`config.mk`:
```
export PLATFORM = sky130hd
export DESIGN_NAME = sequence_controller
export DESIGN_NICKNAME = d
export VERILOG_FILES = /design/src/rtl/sequence_controller_pkg.sv /design/src/rtl/sequence_controller_johnson_seq.sv /design/src/rtl/sequence_controller.sv
export SDC_FILE = /design/constraint.sdc
export NUM_CORES = 1
export LEC_CHECK = 0
export ABC_AREA = 1
export ABC_CLOCK_PERIOD_IN_PS = 3450
export BUFFER_PORTS_ARGS = -buffer_cell sky130_fd_sc_hd__clkbuf_2
export CAP_MARGIN = 5
export CORE_AREA = 2 2 47 49
export CTS_CLUSTER_DIAMETER = 60
export DETAILED_ROUTE_END_ITERATION = 6
export DIE_AREA = 0 0 49 51
export PLACE_DENSITY_LB_ADDON = 0.2
export RECOVER_POWER = 25
export SLEW_MARGIN = 20
export SYNTH_ARGS = -nofsm -noshare
export SYNTH_HDL_FRONTEND = slang
export SYNTH_HIERARCHICAL = 1
export SYNTH_SLANG_ARGS = --single-unit
```
`constraint.sdc`:
```
create_clock -name CLK_n -period 3.45 [get_ports CLK_n]
set_input_delay 0.1725 -clock CLK_n [delete_from_list [all_inputs] [get_ports CLK_n]]
set_output_delay 0.1725 -clock CLK_n [all_outputs]
set_load 0.02 [all_outputs]
```
`src/rtl/sequence_controller_pkg.sv`:
```
// Gate-array timing package: default phase masks for an 8-stage sequencer and the
// Johnson-state to phase-index decode shared by the sequencer and the strobe decode.
package sequence_controller_pkg;

  localparam int STAGES_DEF  = 8;
  localparam int P           = 2 * STAGES_DEF;
  localparam int MAX_STAGES  = 32;
  localparam int PHASE_W_MAX = 6;

  localparam logic [P-1:0] PHI_MASK_DEF   = 16'hCCCC;
  localparam logic [P-1:0] RAS_MASK_DEF   = 16'h0186;
  localparam logic [P-1:0] CPU_MASK_DEF   = 16'h00FC;
  localparam logic [P-1:0] CCLK_MASK_DEF  = 16'hC007;
  localparam logic [P-1:0] MWE_MASK_DEF   = 16'h01C0;
  localparam logic [P-1:0] E244_MASK_DEF  = 16'h07F0;
  localparam logic [P-1:0] READY_MASK_DEF = 16'h0070;

  typedef struct packed {
    logic                   legal;
    logic [PHASE_W_MAX-1:0] phase;
  } phase_dec_t;

  // Phase p has S[i]=1 exactly for p in [i+1, i+stages]; anything else is illegal
  // and reports phase 0.
  function automatic phase_dec_t johnson_to_phase(input logic [MAX_STAGES-1:0] s,
                                                  input int stages);
    phase_dec_t            res;
    logic [MAX_STAGES-1:0] pat;
    res = '0;
    for (int p = 0; p < 2 * MAX_STAGES; p++) begin
      if (p < 2 * stages) begin
        pat = '0;
        for (int i = 0; i < MAX_STAGES; i++) begin
          pat[i] = (i < stages) && (p >= i + 1) && (p <= i + stages);
        end
        if (s == pat) begin
          res.legal = 1'b1;
          res.phase = PHASE_W_MAX'(p);
        end
      end
    end
    return res;
  endfunction

endpackage

```
`src/rtl/sequence_controller_johnson_seq.sv`:
```
// Johnson phase sequencer with illegal-state recovery and bounded hold at HOLD_PHASE.
// Latency: S updates every posedge; PHASE/legal combinational from S; no backpressure beyond hold_req_i.
module johnson_seq
  import sequence_controller_pkg::*;
#(
  parameter int STAGES     = STAGES_DEF,
  parameter int HOLD_PHASE = 7,
  parameter int MAX_HOLD   = 3
) (
  input  logic                          clk_i,
  input  logic                          rst_ni,
  input  logic                          hold_req_i,
  output logic [STAGES-1:0]             s_o,
  output logic [$clog2(2*STAGES)-1:0]   phase_o,
  output logic                          legal_o,
  output logic                          holding_o
);

  localparam int PW  = $clog2(2 * STAGES);
  localparam int HCW = (MAX_HOLD > 0) ? $clog2(MAX_HOLD + 1) : 1;

  logic [STAGES-1:0] s_q, s_d;
  logic [HCW-1:0]    hold_cnt_q, hold_cnt_d;
  logic              holding_q, holding_d;
  phase_dec_t        dec;
  logic [PW-1:0]     phase;
  logic              legal;

  assign dec   = johnson_to_phase(MAX_STAGES'(s_q), STAGES);
  assign legal = dec.legal;
  assign phase = PW'(dec.phase);

  // Illegal states collapse to S=0 ahead of any hold decision.
  always_comb begin
    s_d        = s_q;
    hold_cnt_d = '0;
    holding_d  = 1'b0;
    if (!legal) begin
      s_d = '0;
    end else if ((phase == PW'(HOLD_PHASE)) && hold_req_i &&
                 (int'(hold_cnt_q) < MAX_HOLD)) begin
      hold_cnt_d = hold_cnt_q + 1'b1;
      holding_d  = 1'b1;
    end else begin
      s_d = {s_q[STAGES-2:0], ~s_q[STAGES-1]};
    end
  end

  always_ff @(posedge clk_i) begin
    if (!rst_ni) begin
      s_q        <= '0;
      hold_cnt_q <= '0;
      holding_q  <= 1'b0;
    end else begin
      s_q        <= s_d;
      hold_cnt_q <= hold_cnt_d;
      holding_q  <= holding_d;
    end
  end

  assign s_o       = s_q;
  assign phase_o   = phase;
  assign legal_o   = legal;
  assign holding_o = holding_q;

endmodule

```
`src/rtl/sequence_controller.sv`:
```
// Gate-array timing root: Johnson sequencer plus per-output phase-mask strobe decode.
// Latency: strobes lag phase by one posedge, CASAD_n/READY a further half cycle; stalls only via HOLD_REQ.
module sequence_controller
  import sequence_controller_pkg::*;
#(
  parameter int                  STAGES     = STAGES_DEF,
  parameter logic [2*STAGES-1:0] PHI_MASK   = PHI_MASK_DEF,
  parameter logic [2*STAGES-1:0] RAS_MASK   = RAS_MASK_DEF,
  parameter logic [2*STAGES-1:0] CPU_MASK   = CPU_MASK_DEF,
  parameter logic [2*STAGES-1:0] CCLK_MASK  = CCLK_MASK_DEF,
  parameter logic [2*STAGES-1:0] MWE_MASK   = MWE_MASK_DEF,
  parameter logic [2*STAGES-1:0] E244_MASK  = E244_MASK_DEF,
  parameter logic [2*STAGES-1:0] READY_MASK = READY_MASK_DEF,
  parameter int                  HOLD_PHASE = 7,
  parameter int                  MAX_HOLD   = 3
) (
  input  logic                        CLK_n,
  input  logic                        RESET_n,
  input  logic                        RD_n,
  input  logic                        IORQ_n,
  input  logic                        HOLD_REQ,
  output logic [STAGES-1:0]           S,
  output logic [$clog2(2*STAGES)-1:0] PHASE,
  output logic                        SYNC,
  output logic                        HOLDING,
  output logic                        PHI_n,
  output logic                        RAS_n,
  output logic                        CPU_n,
  output logic                        CCLK,
  output logic                        MWE_n,
  output logic                        s244E_n,
  output logic                        CASAD_n,
  output logic                        READY
);

  localparam int PW = $clog2(2 * STAGES);

  logic [PW-1:0] seq_phase;
  logic [PW-1:0] p;
  logic          seq_legal;

  logic phi_q, phi_d;
  logic ras_q, ras_d;
  logic cpu_q, cpu_d;
  logic cclk_q, cclk_d;
  logic mwe_q, mwe_d;
  logic e244_q, e244_d;
  logic sync_q, sync_d;
  logic casad_q, ready_q;

  johnson_seq #(
    .STAGES     (STAGES),
    .HOLD_PHASE (HOLD_PHASE),
    .MAX_HOLD   (MAX_HOLD)
  ) u_seq (
    .clk_i      (CLK_n),
    .rst_ni     (RESET_n),
    .hold_req_i (HOLD_REQ),
    .s_o        (S),
    .phase_o    (seq_phase),
    .legal_o    (seq_legal),
    .holding_o  (HOLDING)
  );

  assign p = seq_legal ? seq_phase : '0;

  // A held phase re-decodes to the same values, so strobes freeze naturally.
  always_comb begin
    phi_d  = PHI_MASK[p];
    ras_d  = RAS_MASK[p];
    cpu_d  = ~CPU_MASK[p];
    cclk_d = CCLK_MASK[p];
    mwe_d  = ~(MWE_MASK[p] & RD_n);
    e244_d = ~(E244_MASK[p] & ~IORQ_n);
    sync_d = (p == '0);
  end

  always_ff @(posedge CLK_n) begin
    if (!RESET_n) begin
      phi_q  <= 1'b1;
      ras_q  <= 1'b1;
      cpu_q  <= 1'b1;
      cclk_q <= 1'b0;
      mwe_q  <= 1'b1;
      e244_q <= 1'b1;
      sync_q <= 1'b0;
    end else begin
      phi_q  <= phi_d;
      ras_q  <= ras_d;
      cpu_q  <= cpu_d;
      cclk_q <= cclk_d;
      mwe_q  <= mwe_d;
      e244_q <= e244_d;
      sync_q <= sync_d;
    end
  end

  // READY latches on its mask phases and is kept alive only while RAS_n is low.
  always_ff @(negedge CLK_n) begin
    if (!RESET_n) begin
      casad_q <= 1'b1;
      ready_q <= 1'b0;
    end else begin
      casad_q <= ras_q;
      ready_q <= (~ras_q & ready_q) | READY_MASK[p];
    end
  end

  assign PHASE   = seq_phase;
  assign SYNC    = sync_q;
  assign PHI_n   = phi_q;
  assign RAS_n   = ras_q;
  assign CPU_n   = cpu_q;
  assign CCLK    = cclk_q;
  assign MWE_n   = mwe_q;
  assign s244E_n = e244_q;
  assign CASAD_n = casad_q;
  assign READY   = ready_q;

endmodule

```
Yosys cells after proc, flatten, opt, wreduce, memory -nomap -nowiden. Memory sizes are Yosys's and may differ from the RTL's. A register that Yosys moved wholly into a read port is not among the register bits. Cells that the tools add are included.

Bits in registers: 17. ROM bits: 112. Output and inout port bits: 22. Logic and storage cells: 76. Memories kept: 7.

Memories: (no name shown) (depth 16, width 1, read ports 1, clocked after Yosys merged registers in 0, write ports 0, RTL line sequence_controller.sv:105) `ready_q <= (~ras_q & ready_q) | READY_MASK[p];`; (no name shown) (depth 16, width 1, read ports 1, clocked after Yosys merged registers in 0, write ports 0, RTL line sequence_controller.sv:74) `e244_d = ~(E244_MASK[p] & ~IORQ_n);`; (no name shown) (depth 16, width 1, read ports 1, clocked after Yosys merged registers in 0, write ports 0, RTL line sequence_controller.sv:73) `mwe_d = ~(MWE_MASK[p] & RD_n);`; (no name shown) (depth 16, width 1, read ports 1, clocked after Yosys merged registers in 1, write ports 0, RTL line sequence_controller.sv:72) `cclk_d = CCLK_MASK[p];`; (no name shown) (depth 16, width 1, read ports 1, clocked after Yosys merged registers in 0, write ports 0, RTL line sequence_controller.sv:71) `cpu_d = ~CPU_MASK[p];`; (no name shown) (depth 16, width 1, read ports 1, clocked after Yosys merged registers in 1, write ports 0, RTL line sequence_controller.sv:70) `ras_d = RAS_MASK[p];`; +1 memories.

Add/subtract/negate cells: 1. $lt $le $gt $ge: 2. Equality and inequality tests: 16. Muxes and demuxes: 22. Bitwise operators: 10. Reductions and logical operators: 9.

Operators by type and width (count): 7-bit two-way mux (16); 8-bit == test, second input constant (8); 8-bit by 1-bit == test with 1-bit output, second input constant (1); 8-bit by 2-bit == test with 1-bit output, second input constant (1); 8-bit by 3-bit == test with 1-bit output, second input constant (1); 8-bit by 4-bit == test with 1-bit output, second input constant (1); 8-bit by 5-bit == test with 1-bit output, second input constant (1); 8-bit by 6-bit == test with 1-bit output, second input constant (1); 8-bit by 7-bit == test with 1-bit output, second input constant (1); 8-bit logical NOT (1); 1-bit NOT (6); 4-bit by 5-bit less-than comparator with 1-bit output, second input constant (1); 1-bit two-way mux (5); 4-bit by 3-bit == test with 1-bit output, second input constant (1); 4-bit logical NOT (1); 4-bit two-way mux (1); 1-bit bitwise AND (3); 1-bit logical NOT (3); 3-bit AND reduction (1); 2-bit by 1-bit adder with 2-bit output, second input constant (1); 1-bit logical AND (2); 2-bit less-than comparator, second input constant (1); 2-bit AND reduction (1); 1-bit OR (1).

Depth between registers and ports, before layout.
Depth in word-level cells: 22. Depth in mapped cells: 14.

Cells and area by module. Netlist, hierarchy kept.

By module, submodules not included: johnson_seq (instances 1, cells an instance 102, area each 680.7 um^2, sequential area each 220.2 um^2); sequence_controller (instances 1, cells an instance 53, area each 374.1 um^2, sequential area each 180.2 um^2).

==> run summary <==
Synthesis handed over a netlist of 155 instances. Of the total power, the share spent switching nets is 0.335. The critical path goes through nand2_2 -> nor2_4 -> nand2_1 -> nor2_1 -> nor2_1 -> nand3_4 -> nand2_2 -> nor2_2 -> nand2_1 -> a21oi_2. The total standard cell area after synthesis came out at 1050 um^2. The post-detailed-placement half-perimeter wirelength came out at 1.90 mm. The part of the power in the clock network is 0.248. The clock reaches the later pin of the worst-skew pair after 0.35 ns.

The most frequent standard cell in the layout excluding fill and tap cells is sky130_fd_sc_hd__nand2_1. The internal cell power came out at roughly 320 uW. The initial DRC count is 28. The initial standard-cell utilization of the core came out at 0.511. The worst slew margin relative to its limit is 0.757. The worst-path maximum fanout is 8. VDD sags by at most 0.000234 V. For this design, the slowest cell found on the critical path is sky130_fd_sc_hd__dfxtp_1.

In the final design database the tool counted 196 nets. By startpoint and endpoint, the worst setup path is classified as flip-flop to flip-flop. In the layout the commonest cells are sky130_fd_sc_hd__nand2_1 (37), sky130_fd_sc_hd__nor2_1 (29), sky130_fd_sc_hd__inv_1 (25). The placed instance count came out at 211.

In this run the worst setup path begins at u_seq/s_o[4]. Counting cells, the worst reg-to-reg path comes to 10. The congestion estimate from routability-driven global placement came to around 0.93. The worst setup path is captured at a flip-flop.

The floorplan die width came out at 49 um. The cell at the root of the clock tree is sky130_fd_sc_hd__clkbuf_4. The post-synthesis cell type count is 21. The arrival time reported for the critical path endpoint is 1.85 ns. The static leakage came out at between 0.6 and 0.7 nW. The number of H-tree branching levels came out at 1. In this run, synthesis produced a sequential element count of 20. The number of rows in the core area came out at 17. The final non-filler cell total is about 220.

Setup repair after global routing left no endpoint under its margin. The sequential cell fraction of total power came out at 0.519. The growth of design area from synthesis to finish came out at 21.2%. The number of DRC violations after detailed routing came out at 0. The CTS sink count is 20. Dividing the detail-routed wire length by the instance count gives between 10 and 15 um. The area of the core is 2060 um^2. The die footprint came out at 2500 um^2. The number of nets still failing antenna checks after routing is 0. The total buffers and inverters traversed by the critical path came out at 0. The number of ports placed on the die boundary came out at 27.

The y dimension of the die came out at 51 um. The areal power density over the cells is about 380 nW/um^2. The initial antenna violation count was 0.

The per-instance average area after synthesis is 6.80 um^2. The fill cell total of the finished layout came out at 198. Summed over all nets, the switching power comes to 163 uW. After clock tree synthesis, the clock-pin slew on the worst setup and hold paths is 0.11 ns. The smallest hold slack came out at slightly below 0.07 ns. The total overflow left after global routing is 0. The CTS buffer count is 3. The diode insertion count for antenna repair came out at 0. The via count came out at 1059. The clock tree from TritonCTS is done.

The final wirelength is 2.38 mm. In this run the most critical hold path is launched from IORQ_n. Entering global routing, the biggest net connects 12 pins. The via count of the first global-routing pass is 947. The share of final-layout standard cells stronger than drive strength 1 came out at 0.266. The total number of cells along the worst setup path came out at 10. The kind of cell with the highest combined delay along the critical path is simple AND/OR/NAND/NOR gates. Total power for the finished layout comes to between 400 and 500 uW.

The flow ran to the end, and the final reports show no timing, DRC or antenna violations. For this run, the total global-route usage over all layers was measured as 0.205. The worst path required time is roughly 2 ns. Port buffering added 26 buffers.

After routing, the total negative slack on setup checks comes to 0 ns. The transition time of the tightest slew-check pin is 0.361 ns. The count of final max-slew check failures is 0.

The count of TritonRoute iterations in the first routing pass is 4. The number of buffers between clock root and the deepest sink came out at 2. The startpoint of the worst-slack reg-to-reg timing path is u_seq/s_o[4]. The total of endpoints with negative setup slack in the final report is 0. The number of failing hold endpoints at the final stage came out at 0. The wire length of the first global-routing pass is just under 4 mm. The min-delay analysis places its worst path in the category primary input to flip-flop.

Of the synthesized area, sequential elements account for 0.380. The post-detailed-route via-to-cell ratio is ~4.9. The power share of the combinational group is 0.233. The setup skew after layout came out at about 0.064 ns. Counting every net in the synthesized netlist gives between 150 and 200.

The biggest cell delay along the critical path came out at about 0.43 ns. STA classifies the critical path startpoint as a flip-flop. The Yosys step of the flow raised 6 warnings.

The number of maximum-capacitance constraint violations came out at 0. The worst hold path was traced through 3 stages.
==> worst min-delay path, cell delays in order <==
cell                       delay (ns)
sky130_fd_sc_hd__clkbuf_2        0.08
sky130_fd_sc_hd__nor2_1          0.04
sky130_fd_sc_hd__nand2_1         0.05
==> repair_timing <==
item,in CTS,in global routing
setup buffers,0,0
endpoints found under the setup margin,0,1
hold buffers,0,0
gates resized for setup,0,8
==> logic make-up after synthesis <==
group	share of synthesized area
simple gates	0.479
buf+inv	0.0854
flops	0.380
compound gates	0.0320
fa+ha+maj	0.0237
==> power groups by stage <==
stage	Combinational, mW	Sequential, mW	Clock, mW
finish	0.113	0.252	0.120
detailed placement	0.113	0.257	0.00545
CTS	0.113	0.251	0.125
global route	0.126	0.254	0.135
floorplan	0.0633	0.272	0.00545
global placement	0.113	0.256	0.00545
==> metrics by stage <==
step / setup slack [ns] / util / cell area [um^2]
finish: 0.163 / 0.620 / 1280
global route: 0.00372 / 0.620 / 1280
CTS: 0.111 / 0.617 / 1270
detailed placement: 0.0914 / 0.602 / 1240
global placement: 0.0670 / 0.602 / 1240
floorplan: 0.0189 / - / 1060
==> final cells by class <==
| class | count | area [um^2] | share of cell area |
|---|---|---|---|
| repair buffers | 28 | 135 | 0.106 |
| multi-input cells | 111 | 581 | 0.454 |
| clock buffers | 3 | 22.5 | 0.0176 |
| flip-flops and latches | 20 | 407 | 0.318 |
| clock inverters | 3 | 12.5 | 0.00978 |
| well taps | 28 | 35.0 | 0.0274 |
| inverters | 23 | 86.3 | 0.0675 |
==> routing by layer <==
metal / GRT usage / share of wire / vias to the layer above
li1: - / - / 554
met1: 0.230 / 0.42 / 464
met2: 0.395 / 0.52 / 39
met3: 0.0263 / 0.054 / 2
met4: 0.0714 / 0.0051 / 0
met5: 0 / 0 / -
==> registers in the layout, summed over array words and instances (netlist names) <==
signal / cells
u_seq/s_o: 8
u_seq/hold_cnt_q: 2
CASAD_n: 1
CCLK: 1
CPU_n: 1
MWE_n: 1
PHI_n: 1
RAS_n: 1
READY: 1
SYNC: 1
s244E_n: 1
u_seq/holding_o: 1
==> synthesized netlist by cell type <==
library cell,instances,area share
sky130_fd_sc_hd__nand2_1,37,0.13
sky130_fd_sc_hd__nand3b_1,1,0.0071
sky130_fd_sc_hd__nand3_2,3,0.028
sky130_fd_sc_hd__nand3_4,1,0.017
sky130_fd_sc_hd__nand2_4,1,0.011
sky130_fd_sc_hd__o2111ai_1,1,0.0083
sky130_fd_sc_hd__a31oi_1,1,0.0059
sky130_fd_sc_hd__nand2_2,5,0.030
sky130_fd_sc_hd__a21oi_2,1,0.0083
sky130_fd_sc_hd__inv_1,24,0.085
sky130_fd_sc_hd__nand4_1,7,0.042
sky130_fd_sc_hd__o21ai_0,1,0.0047
sky130_fd_sc_hd__dfxtp_1,20,0.38
sky130_fd_sc_hd__ha_1,2,0.024
sky130_fd_sc_hd__nand3_1,8,0.038
sky130_fd_sc_hd__nor4_1,1,0.0059
sky130_fd_sc_hd__nor2_4,2,0.021
sky130_fd_sc_hd__nor2_2,4,0.024
sky130_fd_sc_hd__nor3_1,3,0.014
sky130_fd_sc_hd__a21oi_1,1,0.0047
sky130_fd_sc_hd__nor2_1,31,0.11
==> worst paths after layout <==
kind / slack [ns] / to
min: 0.07 / s244E_n
min reg2reg: 0.43 / u_seq/hold_cnt_q[0]
max: 0.16 / READY
max reg2reg: 0.16 / READY
(Power assumes the default switching activity.)
